--- src/rtl/serial_borrowselect_subtractor_pkg.sv ---
// rtl/serial_borrowselect_subtractor_pkg.sv - shared types and constants for the serial borrow-select subtractor
package serial_borrowselect_subtractor_pkg;

    // Control states of the slice sequencer
    typedef enum logic [1:0] {
        ST_IDLE = 2'd0,
        ST_BUSY = 2'd1,
        ST_DONE = 2'd2
    } state_e;

    localparam int DEF_WIDTH  = 8;
    localparam int DEF_SLICE  = 4;
    localparam int DEF_SLICES = DEF_WIDTH / DEF_SLICE;

    // Slice index width; a single-slice build still needs one index bit
    function automatic int idx_width(input int slices);
        return (slices > 1) ? $clog2(slices) : 1;
    endfunction

    localparam int DEF_IDX_W = idx_width(DEF_SLICES);

endpackage

--- src/rtl/serial_borrowselect_subtractor_if.sv ---
// rtl/serial_borrowselect_subtractor_if.sv - operand/result handshake bundle (ovf present when SUB_OVF_EN is defined)
interface serial_borrowselect_subtractor_if
    import serial_borrowselect_subtractor_pkg::*;
#(
    parameter int WIDTH = DEF_WIDTH
);

    logic             in_valid;
    logic             in_ready;
    logic [WIDTH-1:0] a;
    logic [WIDTH-1:0] b;
    logic             bin;
    logic             out_valid;
    logic             out_ready;
    logic [WIDTH-1:0] diff;
    logic             bout;
`ifdef SUB_OVF_EN
    logic             ovf;

    // Operand producer / result consumer side
    modport master (
        output in_valid, a, b, bin, out_ready,
        input  in_ready, out_valid, diff, bout, ovf
    );

    // Subtractor side
    modport slave (
        input  in_valid, a, b, bin, out_ready,
        output in_ready, out_valid, diff, bout, ovf
    );
`else
    // Operand producer / result consumer side
    modport master (
        output in_valid, a, b, bin, out_ready,
        input  in_ready, out_valid, diff, bout
    );

    // Subtractor side
    modport slave (
        input  in_valid, a, b, bin, out_ready,
        output in_ready, out_valid, diff, bout
    );
`endif

endinterface

--- src/rtl/serial_borrowselect_subtractor_sub_slice_select.sv ---
// rtl/serial_borrowselect_subtractor_sub_slice_select.sv - one SLICE-bit borrow-select subtract stage
module sub_slice_select #(
    parameter int SLICE = 4
) (
    input  logic [SLICE-1:0] a_i,
    input  logic [SLICE-1:0] b_i,
    input  logic             borrow_i,
    output logic [SLICE-1:0] diff_o,
    output logic             borrow_o
);

    // One extra MSB per variant: it ends up set exactly when the slice borrows out
    logic [SLICE:0] res_b0;
    logic [SLICE:0] res_b1;

    assign res_b0 = {1'b0, a_i} - {1'b0, b_i};
    assign res_b1 = {1'b0, a_i} - {1'b0, b_i} - (SLICE+1)'(1);

    // Late-arriving registered borrow only drives the final mux
    always_comb begin
        if (borrow_i) begin
            diff_o   = res_b1[SLICE-1:0];
            borrow_o = res_b1[SLICE];
        end else begin
            diff_o   = res_b0[SLICE-1:0];
            borrow_o = res_b0[SLICE];
        end
    end

endmodule

--- src/rtl/serial_borrowselect_subtractor.sv ---
// rtl/serial_borrowselect_subtractor.sv - multi-cycle A-B-Bin, one slice per clock (ovf output with SUB_OVF_EN)
module serial_borrowselect_subtractor
    import serial_borrowselect_subtractor_pkg::*;
#(
    parameter int WIDTH = DEF_WIDTH,
    parameter int SLICE = DEF_SLICE
) (
    input  logic                           clk,
    input  logic                           rst_n,
    serial_borrowselect_subtractor_if.slave bus
);

    localparam int SLICES = WIDTH / SLICE;
    localparam int IDX_W  = idx_width(SLICES);
    localparam logic [IDX_W-1:0] LAST_IDX = IDX_W'(SLICES - 1);

    state_e           state_q;
    logic [WIDTH-1:0] a_q;
    logic [WIDTH-1:0] b_q;
    logic             borrow_q;
    logic [IDX_W-1:0] idx_q;
    logic [IDX_W-1:0] idx_d;
    logic [WIDTH-1:0] diff_q;
    logic [WIDTH-1:0] diff_d;
    logic             bout_q;
    logic             in_ready_q;
    logic             out_valid_q;

    logic [SLICE-1:0] a_slice;
    logic [SLICE-1:0] b_slice;
    logic [SLICE-1:0] slice_diff;
    logic             slice_borrow;

    // Pick the operand slice addressed by the current index
    always_comb begin
        a_slice = '0;
        b_slice = '0;
        for (int i = 0; i < SLICES; i++) begin
            if (idx_q == IDX_W'(i)) begin
                a_slice = a_q[i*SLICE +: SLICE];
                b_slice = b_q[i*SLICE +: SLICE];
            end
        end
    end

    sub_slice_select #(
        .SLICE(SLICE)
    ) u_slice (
        .a_i     (a_slice),
        .b_i     (b_slice),
        .borrow_i(borrow_q),
        .diff_o  (slice_diff),
        .borrow_o(slice_borrow)
    );

    // Merge the fresh slice into the result, leaving the other slices untouched
    always_comb begin
        diff_d = diff_q;
        for (int i = 0; i < SLICES; i++) begin
            if (idx_q == IDX_W'(i)) begin
                diff_d[i*SLICE +: SLICE] = slice_diff;
            end
        end
    end

    assign idx_d = idx_q + IDX_W'(1);

`ifdef SUB_OVF_EN
    logic ovf_q;
    logic ovf_d;

    // Final slice carries the result MSB, so overflow is known on the last BUSY cycle
    assign ovf_d = (a_q[WIDTH-1] != b_q[WIDTH-1]) && (slice_diff[SLICE-1] != a_q[WIDTH-1]);

    // Overflow flag captured alongside bout
    always_ff @(posedge clk or negedge rst_n) begin
        if (!rst_n) begin
            ovf_q <= 1'b0;
        end else if (state_q == ST_BUSY && idx_q == LAST_IDX) begin
            ovf_q <= ovf_d;
        end
    end

    assign bus.ovf = ovf_q;
`endif

    // Sequencer: accept operands, walk the slices LSB first, hold result until taken
    always_ff @(posedge clk or negedge rst_n) begin
        if (!rst_n) begin
            state_q     <= ST_IDLE;
            a_q         <= '0;
            b_q         <= '0;
            borrow_q    <= 1'b0;
            idx_q       <= '0;
            diff_q      <= '0;
            bout_q      <= 1'b0;
            in_ready_q  <= 1'b1;
            out_valid_q <= 1'b0;
        end else begin
            case (state_q)
                ST_IDLE: begin
                    if (bus.in_valid && in_ready_q) begin
                        a_q        <= bus.a;
                        b_q        <= bus.b;
                        borrow_q   <= bus.bin;
                        idx_q      <= '0;
                        in_ready_q <= 1'b0;
                        state_q    <= ST_BUSY;
                    end
                end
                ST_BUSY: begin
                    diff_q   <= diff_d;
                    borrow_q <= slice_borrow;
                    idx_q    <= idx_d;
                    if (idx_q == LAST_IDX) begin
                        idx_q       <= '0;
                        bout_q      <= slice_borrow;
                        out_valid_q <= 1'b1;
                        state_q     <= ST_DONE;
                    end
                end
                ST_DONE: begin
                    if (bus.out_ready) begin
                        out_valid_q <= 1'b0;
                        in_ready_q  <= 1'b1;
                        state_q     <= ST_IDLE;
                    end
                end
                default: begin
                    out_valid_q <= 1'b0;
                    in_ready_q  <= 1'b1;
                    state_q     <= ST_IDLE;
                end
            endcase
        end
    end

    assign bus.in_ready  = in_ready_q;
    assign bus.out_valid = out_valid_q;
    assign bus.diff      = diff_q;
    assign bus.bout      = bout_q;

endmodule

--- src/flat_wrapper.sv ---
// flat-port wrapper written by rule: the top's interface ports become plain ports
module serial_borrowselect_subtractor_flat import serial_borrowselect_subtractor_pkg::*;
#(
    parameter int WIDTH = DEF_WIDTH,
    parameter int SLICE = DEF_SLICE
)
  (clk, rst_n, bus_in_valid, bus_a, bus_b, bus_bin, bus_out_ready, bus_in_ready, bus_out_valid, bus_diff, bus_bout);
  serial_borrowselect_subtractor_if #(.WIDTH(WIDTH)) bus_i ();
  input  logic clk;
  input  logic rst_n;
  input wire logic [$bits(bus_i.in_valid)-1:0] bus_in_valid;
  input wire logic [$bits(bus_i.a)-1:0] bus_a;
  input wire logic [$bits(bus_i.b)-1:0] bus_b;
  input wire logic [$bits(bus_i.bin)-1:0] bus_bin;
  input wire logic [$bits(bus_i.out_ready)-1:0] bus_out_ready;
  output wire logic [$bits(bus_i.in_ready)-1:0] bus_in_ready;
  output wire logic [$bits(bus_i.out_valid)-1:0] bus_out_valid;
  output wire logic [$bits(bus_i.diff)-1:0] bus_diff;
  output wire logic [$bits(bus_i.bout)-1:0] bus_bout;
  assign bus_i.in_valid = bus_in_valid;
  assign bus_i.a = bus_a;
  assign bus_i.b = bus_b;
  assign bus_i.bin = bus_bin;
  assign bus_i.out_ready = bus_out_ready;
  assign bus_in_ready = bus_i.in_ready;
  assign bus_out_valid = bus_i.out_valid;
  assign bus_diff = bus_i.diff;
  assign bus_bout = bus_i.bout;
  serial_borrowselect_subtractor #(.WIDTH(WIDTH), .SLICE(SLICE)) u_core (.clk(clk), .rst_n(rst_n), .bus(bus_i));
endmodule
--- config.mk ---
export PLATFORM = sky130hd
export DESIGN_NAME = serial_borrowselect_subtractor_flat
export DESIGN_NICKNAME = d
export VERILOG_FILES = /design/src/rtl/serial_borrowselect_subtractor_pkg.sv /design/src/rtl/serial_borrowselect_subtractor_if.sv /design/src/rtl/serial_borrowselect_subtractor_sub_slice_select.sv /design/src/rtl/serial_borrowselect_subtractor.sv /design/src/flat_wrapper.sv
export SDC_FILE = /design/constraint.sdc
export NUM_CORES = 1
export LEC_CHECK = 0
export BUFFER_PORTS_ARGS = -buffer_cell sky130_fd_sc_hd__buf_2
export CORE_UTILIZATION = 50
export CTS_BUF_LIST = sky130_fd_sc_hd__clkbuf_16
export DETAILED_ROUTE_END_ITERATION = 8
export PLACE_DENSITY = 0.76
export SYNTH_ARGS = -nofsm -noshare
export SYNTH_HDL_FRONTEND = slang
export SYNTH_SLANG_ARGS = --single-unit
--- constraint.sdc ---
create_clock -name clk -period 4.9 [get_ports clk]
set_clock_uncertainty 0.1 [all_clocks]
set_input_delay 1.47 -clock clk [delete_from_list [all_inputs] [get_ports clk]]
set_output_delay 1.47 -clock clk [all_outputs]
set_load 0.05 [all_outputs]
==> results of run 1 <==
[final timing paths]
path | start | to | slack (ps) | cells after the start
setup / recovery | u_core.idx_q | u_core.bus.bout | 1840 | 9
hold / removal | u_core.bus.diff[7] | u_core.bus.diff[7] | 370 | 2
setup reg to reg | u_core.idx_q | u_core.bus.bout | 1840 | 9
hold reg to reg | u_core.bus.diff[7] | u_core.bus.diff[7] | 370 | 2
max in group asynchronous | rst_n | u_core.a_q[7] | 3130 | 1
min in group asynchronous | rst_n | u_core.bus.diff[0] | 1130 | 1
[cells in the mapped netlist]
master     n
nor3_4     1
nor2_1     4
nand2_1   16
nor2b_1    1
and2b_1    1
dfrtp_1   30
a21o_1     1
nor3_1     1
nor3b_1    1
o22a_1     1
mux2_2    20
dfstp_2    1
a21o_2     1
xnor2_1    2
fa_1       1
nand3_1    1
a31oi_1    1
or2_2      1
xor2_1     4
buf_2      2
o31ai_2    1
a21oi_1    4
o21ai_2    1
ha_1       5
buf_6      1
a22oi_1    1
mux2i_1    6
o21ai_0   10
nand2b_1   1
inv_1      4
[power by group]
part	switching, mW	internal [mW]
clock network	0.0992	0.182
registers	0.0692	0.351
logic	0.401	0.294
total	0.569	0.828
[worst register-to-register path: stages (launching register included)]
cell     delay (ps)
dfrtp_1         660
mux2_2          400
ha_1            230
fa_1            600
ha_1            160
nand2_1         100
nor3b_1         190
mux2i_1         110
xor2_1          280
o21ai_0         110
[logic make-up (layout without fill, tap and decap cells)]
group,after synthesis,count (layout),share of synthesized area
AOI/OAI and AO/OA,21,21,0.0868
xor gates and xnor gates,6,6,0.0351
adders and majority gates,6,6,0.0551
buffers and inverters,7,43,0.0242
DFF,31,31,0.518
muxes,26,26,0.190
and+or+nand+nor,28,28,0.0902
[final cells by class]
class                           instances  area share
Sequential cell                        31       0.429
Clock inverter                          3     0.00692
Inverter                                4     0.00830
Tap cell                               31      0.0214
Timing Repair Buffer                   31      0.0858
Clock buffer                            5      0.0692
Multi-Input combinational cell         87       0.379
[flip-flops by register name (all words and copies together), names as in the netlist]
name and count:
u_core.a_q 8, u_core.borrow_q 1, u_core.bus.in_ready 1, u_core.state_q 2, u_core.b_q 8, u_core.bus.bout 1, u_core.bus.diff 8, u_core.idx_q 1
u_core.bus.out_valid 1
[routing by layer]
layer  global-route usage  vias up  wire (um)
met5                    0        -          0
met4               0.0732        0         48
li1                     -      504          -
met1                0.201      485       1100
met2                0.344       26       1340
met3               0.0622        5        130
[placed cells by master (no fill, tap or decap), types with 5 or more instances in the layout]
cell type / n
mux2i_1: 6
clkbuf_16: 5
inv_1: 6
buf_2: 31
ha_1: 5
dfrtp_1: 30
nand2_1: 16
o21ai_0: 10
mux2_2: 20
==> results_dict.tcl, run 1 <==
set metrics [dict create \
    ys_seq_area_frac 0.518 \
    post-place-ws_ps 1830 \
    fillers 223 \
    antenna_cells 0 \
    dp_cells 184 \
    hold_ws_ps 368 \
    critPathBufInv 0 \
    globalRouteOverflowTotal 0 \
    grt_pass1_vias 1034 \
    synthCells 125 \
    finalMaxSlewViolations 0 \
    synth_area_sq_mm 0.00150 \
    vias 1020 \
    fin_crit_sh 0.626 \
    numCtsBuffers 5 \
    drive_gt1_frac 0.391 \
    first_pass_iters 6 \
    post_cts_buffers 0 \
    hold_path.class "flip-flop to flip-flop" \
    fin_ws_ps 1840 \
    syn_area_per_cell_sq_um 12.0 \
    finalSetupViolations 0 \
    clkSlewWorstSetupHoldPaths_ps 50 \
    synth_area_leader_cell "dfrtp_1" \
    die_w_um 56.8 \
    crit_chain "mux2_2, ha_1, fa_1, ha_1, nand2_1, nor3b_1, mux2i_1, xor2_1, o21ai_0" \
    slew_headroom 0.473 \
    grt_start_max_net_pins 32 \
    clockBufferDepth 2 \
    maxCapViolations 0 \
    ys_ff_latch 31 \
    status "finished, violations left" \
    leakage_nw 0.920 \
    cp_data_arrival_time_ps 3110 \
    hold_viol 0 \
    crit_fanout 13 \
    final_nets 187 \
    rows 19 \
    slowest_delay_ps 660 \
    worstSetupPathType "flip-flop to flip-flop" \
    worst_path_dominant_cell_family "adder cells" \
    synthTopCellsByArea "dfrtp_1 (50%), mux2_2 (15%), ha_1 (4.2%), mux2i_1 (4.0%), nand2_1 (4.0%)" \
    die_area_sq_mm 0.00322 \
    synth_top_area_share 0.501 \
    antenna_found_initial 0 \
    worstPathRequired_ps 4950 \
    grt_pass1_wl_mm 4.49 \
    port-buffer-count 31 \
    post_cts_resized 0 \
    via_per_inst 5.31 \
    critPathLaunchType "flip-flop" \
    drtAntennaViolNets 0 \
    wl_per_cell_um 13.7 \
    grtUsageTotal 0.189 \
    num_io_pins 32 \
    mappedNetlistNets 152 \
    drtIter0Drc 24 \
    multi_input_area_sq_um 686 \
    synthDistinctLibCells 30 \
    final_cells 192 \
    fin_area_sq_mm 0.00181 \
    crit_top_cell "ha_1" \
    violations "DRC" \
    p_total_mw 1.40 \
    h-tree-depth 2 \
    finalSetupTns_ps 0 \
    dp.final_hpwl_mm 1.89 \
    cts_sinks 31 \
    start_util 0.534 \
    gp_congestion 0.774 \
    max_freq_mhz 326 \
    cp_slowest_cell "dfrtp_1" \
    core_region_area_sq_mm 0.00281 \
    postRouteWirelength_mm 2.62 \
    grt_setup_unrepaired "no" \
    cts_tree "yes" \
    seqCellArea_sq_um 777 \
    period_minus_slack_ps 3060 \
    area_growth_pct 20.7 \
    worst_pin_slew_ps 788 \
    cts_hold_buf 0 \
    root_buffer "clkbuf_16" \
    critPathCaptureType "flip-flop" \
    finish.utilization 0.645 \
    synth_warnings 0 \
    drc 4 \
    worst_skew_pair.late_latency_ps 270 \
    pwr_density_cell_mw_per_mm2 772 \
    irDropWorstVdd_mv 0.320 \
    die_y_um 56.8 \
    dpl_cell_area_sq_mm 0.00167 \
]
No activity file was read; power rests on OpenSTA's default activity.
==> inputs of run 2 (changes only) <==
CORE_UTILIZATION = 48   (was 50)
clock period = 2.7 ns   (was 4.9 ns; I/O delays follow)
==> results_dict.tcl, run 2 (synthesis gave the netlist of run 1 again) <==
set metrics [dict create \
    antenna_cells 0 \
    worst_pin_slew_ps 651 \
    final_common_cell "buf_2" \
    drtAntennaViolNets 0 \
    hold_path.class "flip-flop to flip-flop" \
    root_buffer "clkbuf_16" \
    gp_congestion 0.815 \
    final_cell_mix "buf_2 (31), dfrtp_1 (29), mux2_2 (19), nand2_1 (15), o21ai_0 (10)" \
    clkPwrFrac 0.173 \
    leakage_nw 0.995 \
    start_util 0.525 \
    first_pass_iters 6 \
    dp.final_hpwl_mm 1.89 \
    cts_tree "yes" \
    dpl_cell_area_sq_mm 0.00171 \
    worstPathRequired_ps 2730 \
    worstSetupPathType "flip-flop to flip-flop" \
    cts_sinks 31 \
    grt_setup_unrepaired "yes" \
    irDropWorstVdd_mv 0.696 \
    die_y_um 57.9 \
    finalSetupViolations 2 \
    h-tree-depth 2 \
    reg2reg_slack_ps -70 \
    critPathCaptureType "flip-flop" \
    core_region_area_sq_mm 0.00285 \
    switchingPower_mw 1.20 \
    antenna_found_initial 0 \
    rows 19 \
    fin_crit_sh 1.02 \
    combPwrFrac 0.571 \
    violations "DRC, setup timing" \
    crit_fanout 3 \
    finalMaxSlewViolations 0 \
    fillers 212 \
    grt_start_max_net_pins 32 \
    cts_hold_buf 0 \
    num_io_pins 32 \
    grtUsageTotal 0.185 \
    maxCapViolations 0 \
    worst_skew_pair.late_latency_ps 270 \
    slew_headroom 0.566 \
    fin_ws_ps -65.3 \
    clockBufferDepth 2 \
    finalSetupTns_ps -107 \
    via_per_inst 5.36 \
    critPathLaunchType "flip-flop" \
    power_frac_seq 0.256 \
    grt_pass1_wl_mm 4.49 \
    fin_area_sq_mm 0.00197 \
    drive_gt1_frac 0.477 \
    postRouteWirelength_mm 3.12 \
    die_area_sq_mm 0.00335 \
    post-place-ws_ps 3.72 \
    final_nets 198 \
    drc 2 \
    p_int_mw 1.76 \
    p_total_mw 2.96 \
    cp_data_arrival_time_ps 2790 \
    drtIter0Drc 42 \
    pwr_density_cell_mw_per_mm2 1500 \
    max_freq_mhz 362 \
    wl_per_cell_um 15.4 \
    hold_viol 0 \
    globalRouteOverflowTotal 0 \
    numCtsBuffers 5 \
    period_minus_slack_ps 2770 \
    grt_pass1_vias 985 \
    port-buffer-count 31 \
    power.share.switching 0.404 \
    clkSlewWorstSetupHoldPaths_ps 50 \
    status "finished, violations left" \
    vias 1089 \
    area_growth_pct 31.2 \
    die_w_um 57.9 \
]
## run 2: changes by cell type in the layout (fill, tap and decap cells not counted), moves of 2 or more
cell,change
buf_4,+9
mux2i_1,-2
mux2i_2,+2
ha_1,-2
## run 2: path summary, 6_finish.rpt
| kind | start | endpoint | cells past startpoint |
|---|---|---|---|
| worst max-delay path | u_core.idx_q | u_core.bus.bout | 9 |
| worst min-delay path | u_core.bus.diff[7] | u_core.bus.diff[7] | 2 |
| worst max register to register | u_core.idx_q | u_core.bus.bout | 9 |
| worst min register to register | u_core.bus.diff[7] | u_core.bus.diff[7] | 2 |
| max in group asynchronous | rst_n | u_core.idx_q | 1 |
| min in group asynchronous | rst_n | u_core.bus.diff[3] | 1 |
## run 2: layout make-up
type	instances	area, sq um	share of cell area
clock buffer	5	125	0.0636
sequential	31	778	0.396
timing repair buffer	42	268	0.136
multi-input combinational	87	729	0.371
tap	31	38.8	0.0197
clock inverter	3	12.5	0.00636
inverter	4	15.0	0.00763
## run 2: timing repair
item / in CTS / in global routing
endpoints found under the setup margin: 2 / 2
cloned: 0 / 1
pin swaps: 1 / 5
gates resized for setup: 2 / 9
setup buffers: 0 / 7
## run 2: power groups by stage
| stage | Clock (mW) | Combinational (mW) | Sequential (mW) |
|---|---|---|---|
| finish | 0.513 | 1.69 | 0.757 |
| global route | 0.543 | 1.82 | 0.779 |
| CTS | 0.518 | 1.40 | 0.744 |
| detailed placement | 0 | 1.35 | 0.750 |
| global placement | 0 | 1.30 | 0.736 |
| floorplan | 0 | 0.845 | 0.915 |
## run 2: through the flow
stage,hold WS [ps],cells,utilization
6_report,368,203,0.689
5_1_grt,393,203,0.689
3_5_place_dp,366,187,0.598
3_3_place_gp,355,187,0.598
2_1_floorplan,375,125,-
4_1_cts,376,195,0.650
## run 2: worst max-delay path, stage by stage, from the launching register on
cell and delay (ps):
dfrtp_2 440, mux2_4 320, ha_4 170, fa_1 580, ha_2 210, nand2_4 60
nor3b_2 200, mux2i_1 120, xor2_1 250, o21ai_0 140
## run 2: routing by layer
layer | track usage | routed length [um]
met2 | 0.299 | 1620
met1 | 0.226 | 1280
met5 | 0 | 0
met4 | 0.0714 | 50
met3 | 0.0670 | 170
